## src/rtl/pc_sequencer.sv

```systemverilog
// Program-flow controller: PC, conditional branches, load wait cycle and start/done handshake.
// Optional performance counters are built when PC_PERF_CNT_EN is defined.
module pc_sequencer #(
    parameter int             PC_WIDTH   = 10,
    parameter logic [PC_WIDTH-1:0] START_ADDR = '0,
    parameter logic [8:0]     HALT_INSTR = 9'h1FF
) (
    input  logic                clk,
    input  logic                reset_n,
    input  logic                start,
    input  logic [8:0]          instr,
    input  logic                abs_branch,
    input  logic                rel_branch,
    input  logic                branch_flag,
    input  logic                branch_invert,
    input  logic                mem_to_reg,
    input  logic                zero_flag,
    input  logic                neg_flag,
    input  logic [PC_WIDTH-1:0] abs_target,
    input  logic [5:0]          rel_offset,
    output logic [PC_WIDTH-1:0] pc,
    output logic                commit,
    output logic                done
`ifdef PC_PERF_CNT_EN
    ,
    output logic [15:0]         cycle_cnt,
    output logic [15:0]         instr_cnt
`endif
);

    localparam logic [1:0] S_IDLE      = 2'd0;
    localparam logic [1:0] S_RUN       = 2'd1;
    localparam logic [1:0] S_LOAD_WAIT = 2'd2;
    localparam logic [1:0] S_HALTED    = 2'd3;

    localparam logic [PC_WIDTH-1:0] PC_ONE = {{(PC_WIDTH-1){1'b0}}, 1'b1};

    logic [1:0]          state_q, state_d;
    logic [PC_WIDTH-1:0] pc_q, pc_d;
    logic                done_q, done_d;

    logic                flag;
    logic                taken;
    logic [PC_WIDTH-1:0] pc_inc;
    logic [PC_WIDTH-1:0] pc_rel;

    assign flag   = branch_flag ? neg_flag : zero_flag;
    assign taken  = (abs_branch | rel_branch) & (flag ^ branch_invert);
    assign pc_inc = pc_q + PC_ONE;
    // Offset is sign-extended so backward branches wrap modulo 2^PC_WIDTH.
    assign pc_rel = pc_q + {{(PC_WIDTH-6){rel_offset[5]}}, rel_offset};

    always_comb begin
        state_d = state_q;
        pc_d    = pc_q;
        done_d  = done_q;
        commit  = 1'b0;
        case (state_q)
            S_IDLE: begin
                if (start) begin
                    state_d = S_RUN;
                    pc_d    = START_ADDR;
                end
            end
            S_RUN: begin
                // Halt is checked first so its decode fields never matter.
                if (instr == HALT_INSTR) begin
                    state_d = S_HALTED;
                    done_d  = 1'b1;
                end else if (mem_to_reg) begin
                    state_d = S_LOAD_WAIT;
                end else begin
                    commit = 1'b1;
                    if (taken && abs_branch)
                        pc_d = abs_target;
                    else if (taken && rel_branch)
                        pc_d = pc_rel;
                    else
                        pc_d = pc_inc;
                end
            end
            S_LOAD_WAIT: begin
                commit  = 1'b1;
                pc_d    = pc_inc;
                state_d = S_RUN;
            end
            S_HALTED: begin
                if (start) begin
                    state_d = S_RUN;
                    pc_d    = START_ADDR;
                    done_d  = 1'b0;
                end
            end
            default: state_d = S_IDLE;
        endcase
    end

    always_ff @(posedge clk or negedge reset_n) begin
        if (!reset_n) begin
            state_q <= S_IDLE;
            pc_q    <= '0;
            done_q  <= 1'b0;
        end else begin
            state_q <= state_d;
            pc_q    <= pc_d;
            done_q  <= done_d;
        end
    end

    assign pc   = pc_q;
    assign done = done_q;

`ifdef PC_PERF_CNT_EN
    logic [15:0] cycle_cnt_q;
    logic [15:0] instr_cnt_q;
    logic        start_accept;

    function automatic logic [15:0] sat_inc(input logic [15:0] v);
        return (v == 16'hFFFF) ? v : v + 16'd1;
    endfunction

    assign start_accept = start && ((state_q == S_IDLE) || (state_q == S_HALTED));

    always_ff @(posedge clk or negedge reset_n) begin
        if (!reset_n) begin
            cycle_cnt_q <= '0;
            instr_cnt_q <= '0;
        end else if (start_accept) begin
            cycle_cnt_q <= '0;
            instr_cnt_q <= '0;
        end else begin
            if ((state_q == S_RUN) || (state_q == S_LOAD_WAIT))
                cycle_cnt_q <= sat_inc(cycle_cnt_q);
            if (commit)
                instr_cnt_q <= sat_inc(instr_cnt_q);
        end
    end

    assign cycle_cnt = cycle_cnt_q;
    assign instr_cnt = instr_cnt_q;
`else
    // Counters are not built in this configuration.
`endif

endmodule

```

## config.mk

```make
export PLATFORM = sky130hd
export DESIGN_NAME = pc_sequencer
export DESIGN_NICKNAME = d
export VERILOG_FILES = /design/src/rtl/pc_sequencer.sv
export SDC_FILE = /design/constraint.sdc
export NUM_CORES = 1
export LEC_CHECK = 0
export ABC_AREA = 1
export BUFFER_PORTS_ARGS = -buffer_cell sky130_fd_sc_hd__buf_2
export CORE_ASPECT_RATIO = 1.75
export CORE_UTILIZATION = 30
export CTS_CLUSTER_DIAMETER = 30
export DETAILED_ROUTE_END_ITERATION = 8
export GPL_ROUTABILITY_DRIVEN = 0
export GPL_TIMING_DRIVEN = 0
export PLACE_DENSITY = 0.57
export SLEW_MARGIN = 15
export SYNTH_ARGS = -nofsm -noshare
export SYNTH_HDL_FRONTEND = slang
export SYNTH_SLANG_ARGS = --single-unit
```

## constraint.sdc

```tcl
create_clock -name clk -period 1.75 [get_ports clk]
set_input_delay 0.175 -clock clk [delete_from_list [all_inputs] [get_ports clk]]
set_output_delay 0.175 -clock clk [all_outputs]
set_load 0.02 [all_outputs]
```

==> results.py, run 1 <==
metrics = {
    "route": {
        "dr.pass1.iters": 4,
        "dr_total_vias": 1935,
        "drtIter0Drc": 80,
        "vias_per_cell": 4.64,
        "final_antenna_net_count": 0,
        "wl_um": 5000,
        "drc_errors": 0,
        "post_drt_wl_per_cell_um": 12.0,
    },
    "pwr": {
        "power.leakage_uw": 0.00118,
        "powerDensity_nw_per_um2": 1690,
        "ir_worst_vdd_v": 0.000638,
    },
    "sta": {
        "hold_viol_final": 0,
        "fin_crit_sh": 0.987,
        "max_freq_ghz": 0.579,
        "final-setup-viol-count": 0,
        "final.min_clock_period_ns": 1.73,
        "tightest_slew_ns": 0.453,
        "finalWorstSetupSlack_ns": 0.0221,
        "maxSlewHeadroom": 0.698,
        "finalMaxSlewViolations": 0,
        "skew_ns": 0.00263,
        "grt_setup_unrepaired": "yes",
    },
    "synth": {
        "synth_top_area_frac": 0.187,
        "synth_seq_area_share": 0.187,
        "yosysWarningCount": 0,
        "ys_seq_elements": 13,
        "netlist_instances": 278,
        "post-synth-top-count-cell": "nand2_1",
        "yosys.cell_types.count": 37,
        "ys_top_cells_by_area": "dfrtp_1 19%, nand2_1 15%, nor2_1 13%",
        "synth_area_um2": 1740,
        "synth_area_leader_cell": "dfrtp_1",
        "avgSynthCellArea_um2": 6.26,
        "async_flop_share": 1.00,
        "netlist_top_cells_count": "69 x nand2_1, 59 x nor2_1, 27 x inv_1",
        "syn_nets": 328,
        "ys.flop_type": "dfrtp_1",
        "synth_edf_count": 0,
    },
    "global_routing": {
        "grt.total_usage": 0.182,
        "grt_pass1_vias": 1962,
        "grt_pass1_wl_um": 8560,
        "grt_overflow": 0,
        "antenna_found_initial": 0,
        "grt_start_max_net_pins": 14,
    },
    "finish": {
        "area_delta_synth_final_pct": 36.9,
        "diodes": 0,
        "fillers": 634,
        "nets": 392,
        "drive_gt1_frac": 0.349,
        "layout.cells.non_filler": 417,
    },
    "worst_setup_path": {
        "path_class": "flip-flop to flip-flop",
        "critPathMaxStageDelay_ns": 0.42,
        "crit_chain": "ha_4 -> fa_2 -> nand3_2 -> nand2_4 -> nand3_2 -> nand2_1 -> nand2_1 -> nand3_2 -> nand2_1 -> nand2_1 -> a21oi_2",
        "crit_path_end_kind": "flip-flop",
        "critPathArrivalTime_ns": 1.91,
        "start_kind": "flip-flop",
        "ff2ff_setup_slack_ns": 0.02,
        "cpMaxStageDelayCell": "dfrtp_2",
        "required_ns": 1.93,
        "path_common_cell": "nand2_1",
        "critPathMaxFanout": 3,
    },
    "placement": {
        "dpl.hpwl_um": 4080,
        "dp_cells": 400,
        "portBuffers": 46,
        "dp_slack_ns": -0.118,
    },
    "die": {
        "die_width_um": 59.6,
        "dieArea_um2": 6120,
        "die_h_um": 103,
        "initial_core_util": 0.312,
        "rows": 36,
        "ios": 47,
        "placeableCoreArea_um2": 5590,
    },
    "min_path": {
        "hp-class": "input pin to flip-flop",
    },
    "status": {
        "status": "complete, no violations",
    },
    "clocking": {
        "numCtsBuffers": 3,
        "cts_sinks": 13,
        "h-tree-depth": 1,
        "cts_tree": "yes",
        "clkLatencyLatePin_ns": 0.25,
        "path_clk_slew_ns": 0.06,
        "clk_path_buf_depth": 2,
        "clock-root-buffer": "clkbuf_8",
    },
    "run": {
        "drv_cap": 0,
    },
}
-- critical path: cells and delay by family (launching register included) --
| kind | cells | cell delay [ns] |
|---|---|---|
| simple gates | 8 | 0.57 |
| fa+ha+maj | 2 | 0.57 |
| flops | 1 | 0.42 |
| compound gates | 1 | 0.10 |
-- logic make-up after synthesis --
logic type	after synthesis	share of synthesized area
fa+ha+maj	15	0.112
buf+inv	33	0.0820
simple gates	176	0.462
xor+xnor	6	0.0302
flops	13	0.187
compound gates	35	0.127
-- sequential cells by signal, summed over array words and instances (netlist names) --
| signal | cells |
|---|---|
| done | 1 |
| pc | 10 |
| state_q | 2 |
-- power by group --
part	total [uW]	internal (uW)	switching, uW
registers	694	467	227
clock network	282	161	121
logic	3050	1310	1740
total	4030	1940	2090
-- path summary, 6_finish.rpt --
| check | from | endpoint | depth (start not counted) |
|---|---|---|---|
| max in group asynchronous | reset_n | pc[2]$_DFFE_PN0P_ | 2 |
| setup / recovery | pc[0]$_DFFE_PN0P_ | pc[6]$_DFFE_PN0P_ | 11 |
| hold reg to reg | done$_DFFE_PN0P_ | done$_DFFE_PN0P_ | 2 |
| setup reg to reg | pc[0]$_DFFE_PN0P_ | pc[6]$_DFFE_PN0P_ | 11 |
| min in group asynchronous | reset_n | pc[6]$_DFFE_PN0P_ | 2 |
| hold / removal | start | done$_DFFE_PN0P_ | 2 |
-- cells in the final DEF, fill, tap and decap left out, drive strengths merged --
cell type	count
a21oi	24
a22oi	1
a31oi	1
and2	1
buf	61
clkbuf	5
dfrtp	13
dlygate4sd3	1
fa	1
ha	14
inv	29
nand2	75
nand3	25
nand3b	5
nand4	3
nor2	62
nor3	3
o211ai	2
o21a	1
o21ai	5
o21bai	1
or2	2
xnor2	2
xor2	4
-- cell type report --
type / instances / area [um2] / area share
plain buffers: 4 / 33.8 / 0.0142
clock buffers: 4 / 45.0 / 0.0189
inverters: 29 / 109 / 0.0457
multi-input cells: 232 / 1440 / 0.603
flip-flops and latches: 13 / 333 / 0.140
well taps: 76 / 95.1 / 0.0399
repair buffers: 59 / 330 / 0.139
-- layer usage --
metal / wire [um] / GRT usage / share of wire
met1: 1910 / 0.186 / 0.38
met2: 2850 / 0.368 / 0.57
met3: 112 / 0.00878 / 0.022
met4: 127 / 0.0680 / 0.025
met5: 0 / 0 / 0
-- what timing repair did --
item,4_1_cts,5_1_grt
pin swaps,0,7
endpoints found under the setup margin,6,10
buffers inserted,2,10
endpoints found under the hold margin,13,0
hold buffers,1,0
resized for setup,9,20
-- stage by stage --
stage / power [uW] / hold slack [ns] / utilization / instance area [um2] / setup TNS, ns
after CTS: 3680 / 0.135 / 0.395 / 2210 / 0
after detailed placement: 3230 / 0.0914 / 0.373 / 2080 / -0.469
after global routing: 4480 / 0.141 / 0.427 / 2380 / -0.238
after floorplan: 2620 / -0.121 / - / 1760 / 0
after global placement: 3220 / 0.0889 / 0.373 / 2080 / -0.418
final: 4030 / 0.132 / 0.427 / 2380 / 0
(Power assumes the default switching activity.)
==> run 2, diff against run 1 <==
--- a/config.mk
+++ b/config.mk
@@ -5,7 +5,6 @@
 export SDC_FILE = /design/constraint.sdc
 export NUM_CORES = 1
 export LEC_CHECK = 0
-export ABC_AREA = 1
 export BUFFER_PORTS_ARGS = -buffer_cell sky130_fd_sc_hd__buf_2
 export CORE_ASPECT_RATIO = 1.75
 export CORE_UTILIZATION = 30
@@ -13,7 +12,8 @@
 export DETAILED_ROUTE_END_ITERATION = 8
 export GPL_ROUTABILITY_DRIVEN = 0
 export GPL_TIMING_DRIVEN = 0
-export PLACE_DENSITY = 0.57
+export PLACE_DENSITY = 0.58
+export REMOVE_ABC_BUFFERS = 1
 export SLEW_MARGIN = 15
 export SYNTH_ARGS = -nofsm -noshare
 export SYNTH_HDL_FRONTEND = slang
==> constraint.sdc (replaced) <==
create_clock -name clk -period 1.75 [get_ports clk]
set_input_delay 0.35 -clock clk [delete_from_list [all_inputs] [get_ports clk]]
set_output_delay 0.35 -clock clk [all_outputs]
set_load 0.02 [all_outputs]
==> results.py, run 2 <==
metrics = {
    "clocking": {
        "numCtsBuffers": 3,
        "cts_tree": "yes",
        "h-tree-depth": 1,
        "clk_path_buf_depth": 2,
        "clkLatencyLatePin_ns": 0.25,
        "path_clk_slew_ns": 0.06,
        "clock-root-buffer": "clkbuf_8",
        "cts_sinks": 13,
    },
    "worst_setup_path": {
        "required_ns": 1.87,
        "critPathArrivalTime_ns": 2.25,
        "critPathMaxFanout": 2,
        "crit_path_end_kind": "flip-flop",
        "start_kind": "flip-flop",
        "path_class": "flip-flop to flip-flop",
    },
    "route": {
        "dr_total_vias": 1813,
        "vias_per_cell": 5.58,
        "drc_errors": 0,
        "wl_um": 5200,
        "drtIter0Drc": 36,
        "post_drt_wl_per_cell_um": 16.0,
        "final_antenna_net_count": 0,
        "dr.pass1.iters": 4,
    },
    "die": {
        "initial_core_util": 0.313,
        "dieArea_um2": 5500,
        "ios": 47,
        "die_h_um": 97.4,
        "placeableCoreArea_um2": 4980,
        "die_width_um": 56.5,
        "rows": 34,
    },
    "synth": {
        "ys.flop_type": "dfrtp_1",
        "synth_area_leader_cell": "dfrtp_1",
        "yosysWarningCount": 0,
        "avgSynthCellArea_um2": 8.00,
        "async_flop_share": 1.00,
        "post-synth-top-count-cell": "nand2_1",
        "ys_seq_elements": 13,
        "synth_seq_area_share": 0.209,
        "synth_area_um2": 1560,
        "netlist_top_cells_count": "20 x nand2_1, 16 x nor2_1, 14 x ha_1",
        "ys_top_cells_by_area": "dfrtp_1 21%, ha_1 11%, xnor2_1 5.6%",
        "netlist_instances": 195,
        "yosys.cell_types.count": 56,
        "synth_edf_count": 0,
        "synth_top_area_frac": 0.209,
    },
    "sta": {
        "maxSlewHeadroom": 0.716,
        "hold_viol_final": 0,
        "fin_crit_sh": 1.22,
        "grt_setup_unrepaired": "yes",
        "finalWorstSetupSlack_ns": -0.379,
        "holdWs_ns": 0.380,
        "finalMaxSlewViolations": 0,
        "final.min_clock_period_ns": 2.13,
        "final-setup-viol-count": 8,
        "tightest_slew_ns": 0.422,
        "skew_ns": 0.00588,
        "max_freq_ghz": 0.470,
        "tns_ns": -1.67,
    },
    "global_routing": {
        "antenna_found_initial": 0,
        "grt.total_usage": 0.185,
        "grt_pass1_vias": 1857,
        "grt_overflow": 0,
        "grt_pass1_wl_um": 8090,
        "grt_start_max_net_pins": 16,
    },
    "placement": {
        "portBuffers": 46,
        "dp_slack_ns": -0.832,
        "dpl.hpwl_um": 3530,
    },
    "run": {
        "drv_cap": 0,
    },
    "finish": {
        "final_util": 0.486,
        "area_delta_synth_final_pct": 55.2,
        "largest_register_ffs": 10,
        "drive_gt1_frac": 0.491,
        "mostFrequentLayoutCells": "45 x buf_2, 29 x buf_4, 17 x nand2_1",
        "diodes": 0,
        "nets": 322,
        "layout_commonest_cell": "buf_2",
        "fillers": 500,
    },
    "pwr": {
        "fin_total_pwr_uw": 3760,
        "powerDensity_nw_per_um2": 1550,
        "ir_worst_vdd_v": 0.000950,
        "power.leakage_uw": 0.00106,
    },
    "min_path": {
        "hp-class": "input pin to flip-flop",
    },
    "status": {
        "status": "finished with violations",
        "violations": "setup timing",
    },
}
run 2: cell type report:
class	instances	area (um2)	area share
Clock inverter	1	5.00	0.00207
Sequential cell	13	332	0.137
Multi-Input combinational cell	165	1430	0.592
Tap cell	54	67.6	0.0279
Clock buffer	3	41.3	0.0171
Inverter	10	41.3	0.0171
Timing Repair Buffer	79	502	0.207
run 2: repair_timing:
action,in CTS,in global routing
hold endpoints to repair,13,0
gates cloned,1,0
pin swaps,16,16
setup buffers,16,16
gates resized for setup,39,25
setup endpoints to repair,11,11
hold buffers,1,0
run 2: power by group:
group | internal (uW) | total, uW | switching (uW)
clock | 158 | 277 | 119
sequential | 437 | 613 | 175
combinational | 1390 | 2870 | 1490
total | 1980 | 3760 | 1780
run 2: worst paths after layout:
| check | cells past startpoint | start | end | slack (ns) |
|---|---|---|---|---|
| setup reg to reg | 8 | pc[0]$_DFFE_PN0P_ | pc[8]$_DFFE_PN0P_ | -0.38 |
| hold / removal | 3 | abs_target[8] | pc[8]$_DFFE_PN0P_ | 0.38 |
| max in group asynchronous | 2 | reset_n | pc[3]$_DFFE_PN0P_ | 0.96 |
| min in group asynchronous | 2 | reset_n | pc[1]$_DFFE_PN0P_ | 0.52 |
| hold reg to reg | 1 | done$_DFFE_PN0P_ | done$_DFFE_PN0P_ | 0.54 |
| setup / recovery | 8 | pc[0]$_DFFE_PN0P_ | pc[8]$_DFFE_PN0P_ | -0.38 |
run 2: worst max-delay path, stage by stage (launching register included):
cell and delay (ns):
dfrtp_2 0.43, ha_4 0.17, fa_2 0.37, a21oi_4 0.16, o21ai_2 0.10, a2111o_1 0.39, a31o_2 0.22, nand3_2 0.07
a32oi_1 0.09
run 2: cell families (layout without fill, tap and decap cells):
logic type / after synthesis / after routing / synth area share
and+or+nand+nor: 67 / 67 / 0.209
adders and majority gates: 15 / 15 / 0.125
buffers and inverters: 18 / 93 / 0.0561
xor gates and xnor gates: 13 / 13 / 0.0730
DFF: 13 / 13 / 0.208
AOI/OAI and AO/OA: 64 / 65 / 0.297
muxes: 5 / 5 / 0.0321
run 2: layer usage:
metal / part of all wire / track usage
met1: 0.36 / 0.187
met2: 0.57 / 0.346
met3: 0.034 / 0.0146
met4: 0.040 / 0.118
met5: 0 / 0
run 2: metrics by stage:
| step | area (um2) | instances |
|---|---|---|
| floorplan | 1510 | 187 |
| global placement | 1810 | 287 |
| detailed placement | 1810 | 287 |
| CTS | 2170 | 309 |
| global route | 2420 | 325 |
| finish | 2420 | 325 |
==> run 3, diff against run 2 <==
--- a/config.mk
+++ b/config.mk
@@ -6,13 +6,15 @@
 export NUM_CORES = 1
 export LEC_CHECK = 0
 export BUFFER_PORTS_ARGS = -buffer_cell sky130_fd_sc_hd__buf_2
+export CELL_PAD_IN_SITES_DETAIL_PLACEMENT = 1
+export CELL_PAD_IN_SITES_GLOBAL_PLACEMENT = 1
 export CORE_ASPECT_RATIO = 1.75
 export CORE_UTILIZATION = 30
 export CTS_CLUSTER_DIAMETER = 30
 export DETAILED_ROUTE_END_ITERATION = 8
 export GPL_ROUTABILITY_DRIVEN = 0
 export GPL_TIMING_DRIVEN = 0
-export PLACE_DENSITY = 0.58
+export PLACE_DENSITY = 0.74
 export REMOVE_ABC_BUFFERS = 1
 export SLEW_MARGIN = 15
 export SYNTH_ARGS = -nofsm -noshare
==> results.py, run 3 (synthesis results as in run 2) <==
metrics = {
    "status": {
        "status": "finished with violations",
        "violations": "hold timing, setup timing",
    },
    "global_routing": {
        "grt_pass1_vias": 1912,
        "antenna_found_initial": 0,
        "grt_start_max_net_pins": 24,
        "grt_overflow": 0,
        "grt.total_usage": 0.204,
        "grt_pass1_wl_um": 8900,
    },
    "clocking": {
        "h-tree-depth": 1,
        "clkLatencyLatePin_ns": 0.25,
        "cts_hold_buf": 0,
        "clock-root-buffer": "clkbuf_8",
        "cts_tree": "yes",
        "cts_sinks": 13,
        "path_clk_slew_ns": 0.06,
        "numCtsBuffers": 3,
        "clk_path_buf_depth": 2,
    },
    "run": {
        "drv_cap": 0,
    },
    "worst_setup_path": {
        "crit_path_end_kind": "flip-flop",
        "crit_chain": "ha_4 -> fa_2 -> a21oi_4 -> o21ai_2 -> a2111o_1 -> a31o_2 -> nand3_2 -> a32oi_1",
        "crit_family": "compound AO/OA/AOI/OAI gates",
        "critPathBufInv": 0,
        "required_ns": 1.86,
        "critPathArrivalTime_ns": 2.25,
        "path_class": "flip-flop to flip-flop",
        "critPathMaxStageDelay_ns": 0.43,
        "reg2reg_from": "pc[0]$_DFFE_PN0P_",
        "critPathMaxFanout": 2,
        "rr_worst_depth": 8,
        "start_kind": "flip-flop",
        "cpMaxStageDelayCell": "dfrtp_2",
        "ff2ff_setup_slack_ns": -0.39,
        "reg2reg_to": "pc[8]$_DFFE_PN0P_",
    },
    "sta": {
        "max_freq_ghz": 0.468,
        "maxSlewHeadroom": 0.700,
        "finalMaxSlewViolations": 0,
        "finalWorstSetupSlack_ns": -0.386,
        "tns_ns": -1.79,
        "skew_ns": 0.00460,
        "holdWs_ns": -0.00203,
        "hold_viol_final": 10,
        "fin_crit_sh": 1.22,
        "tightest_slew_ns": 0.447,
        "grt_setup_unrepaired": "yes",
        "final.min_clock_period_ns": 2.14,
        "final-setup-viol-count": 9,
    },
    "placement": {
        "dpl.hpwl_um": 3940,
        "portBuffers": 46,
        "dp_slack_ns": -0.870,
    },
    "die": {
        "ios": 47,
        "initial_core_util": 0.313,
        "placeableCoreArea_um2": 4980,
        "rows": 34,
        "dieArea_um2": 5500,
        "die_width_um": 56.5,
        "die_h_um": 97.4,
    },
    "pwr": {
        "ir_worst_vdd_v": 0.000726,
        "powerDensity_nw_per_um2": 1610,
        "switching_share": 0.485,
        "p_switching_uw": 1830,
        "power.leakage_uw": 0.00102,
        "p_comb_frac": 0.758,
        "intPower_uw": 1950,
        "seqPwrFrac": 0.169,
        "clockPowerShare": 0.073,
    },
    "finish": {
        "area_delta_synth_final_pct": 51.0,
        "drive_gt1_frac": 0.487,
        "final_util": 0.473,
        "nets": 316,
        "largest_register_ffs": 10,
        "diodes": 0,
        "layout_commonest_cell": "buf_2",
        "mostFrequentLayoutCells": "45 x buf_2, 27 x buf_4, 18 x nand2_1",
    },
    "route": {
        "dr.pass1.iters": 6,
        "post_drt_wl_per_cell_um": 18.7,
        "drc_errors": 0,
        "final_antenna_net_count": 0,
        "vias_per_cell": 5.68,
        "wl_um": 5970,
        "drtIter0Drc": 42,
        "dr_total_vias": 1813,
    },
    "min_path": {
        "hp-class": "input pin to async pin",
    },
}
## run 3: cell types whose count changed in the layout (fill, tap and decap cells not counted), moves of 2 or more
cell / previous run / this run
buf_6: 3 / 1
dfrtp_2: 5 / 7
dfrtp_1: 8 / 6
buf_4: 29 / 27
o21ai_0: 10 / 8
o21ai_1: 1 / 3
## run 3: power by group through the flow
stage                     logic (uW)  registers [uW]  clock network (uW)
after floorplan                 1240             710                   0
after global placement          1790             649                   0
after detailed placement        1850             656                   0
after CTS                       2300             625                 273
after global routing            3110             659                 288
final                           2870             638                 276
## run 3: layout make-up
type | count | area (um2)
timing repair buffer | 73 | 439
sequential | 13 | 334
inverter | 10 | 41.3
multi-input combinational | 165 | 1430
tap | 54 | 67.6
clock buffer | 4 | 45.0
fill | 599 | 2620
## run 3: what timing repair did
action,4_1_cts,5_1_grt
endpoints found under the setup margin,11,11
endpoints found under the hold margin,0,0
pin swaps,11,11
resized for setup,39,26
setup buffers,11,16
gates cloned,0,1
## run 3: per-layer routing
metal / vias up / part of all wire / track usage
met3: 14 / 0.023 / 0.0107
li1: 877 / - / -
met2: 43 / 0.59 / 0.419
met4: 0 / 0.028 / 0.0713
met5: - / 0 / 0
met1: 879 / 0.36 / 0.204
## run 3: stage by stage
stage / cell area (um2) / std cells / power (uW)
final: 2360 / 319 / 3780
after global routing: 2360 / 319 / 4050
after CTS: 2090 / 302 / 3200
after detailed placement: 1810 / 287 / 2510
after global placement: 1810 / 287 / 2440
after floorplan: 1510 / 187 / 1950
## run 3: worst register-to-register path, stage by stage (launching register included)
cell      delay (ns)
dfrtp_2         0.43
ha_4            0.18
fa_2            0.37
a21oi_4         0.16
o21ai_2         0.09
a2111o_1        0.39
a31o_2          0.22
nand3_2         0.07
a32oi_1         0.10
## run 3: worst max path at each step
stage / start / end / slack (ns) / depth (start not counted)
floorplan: pc[0]$_DFFE_PN0P_ / pc[8]$_DFFE_PN0P_ / -0.61 / 8
global placement: state_q[1]$_DFFE_PN0P_ / pc[7]$_DFFE_PN0P_ / -0.83 / 8
detailed placement: state_q[1]$_DFFE_PN0P_ / pc[7]$_DFFE_PN0P_ / -0.87 / 8
CTS: pc[0]$_DFFE_PN0P_ / pc[8]$_DFFE_PN0P_ / -0.39 / 8
global route: pc[2]$_DFFE_PN0P_ / pc[9]$_DFFE_PN0P_ / -0.50 / 7
finish: pc[0]$_DFFE_PN0P_ / pc[8]$_DFFE_PN0P_ / -0.39 / 8
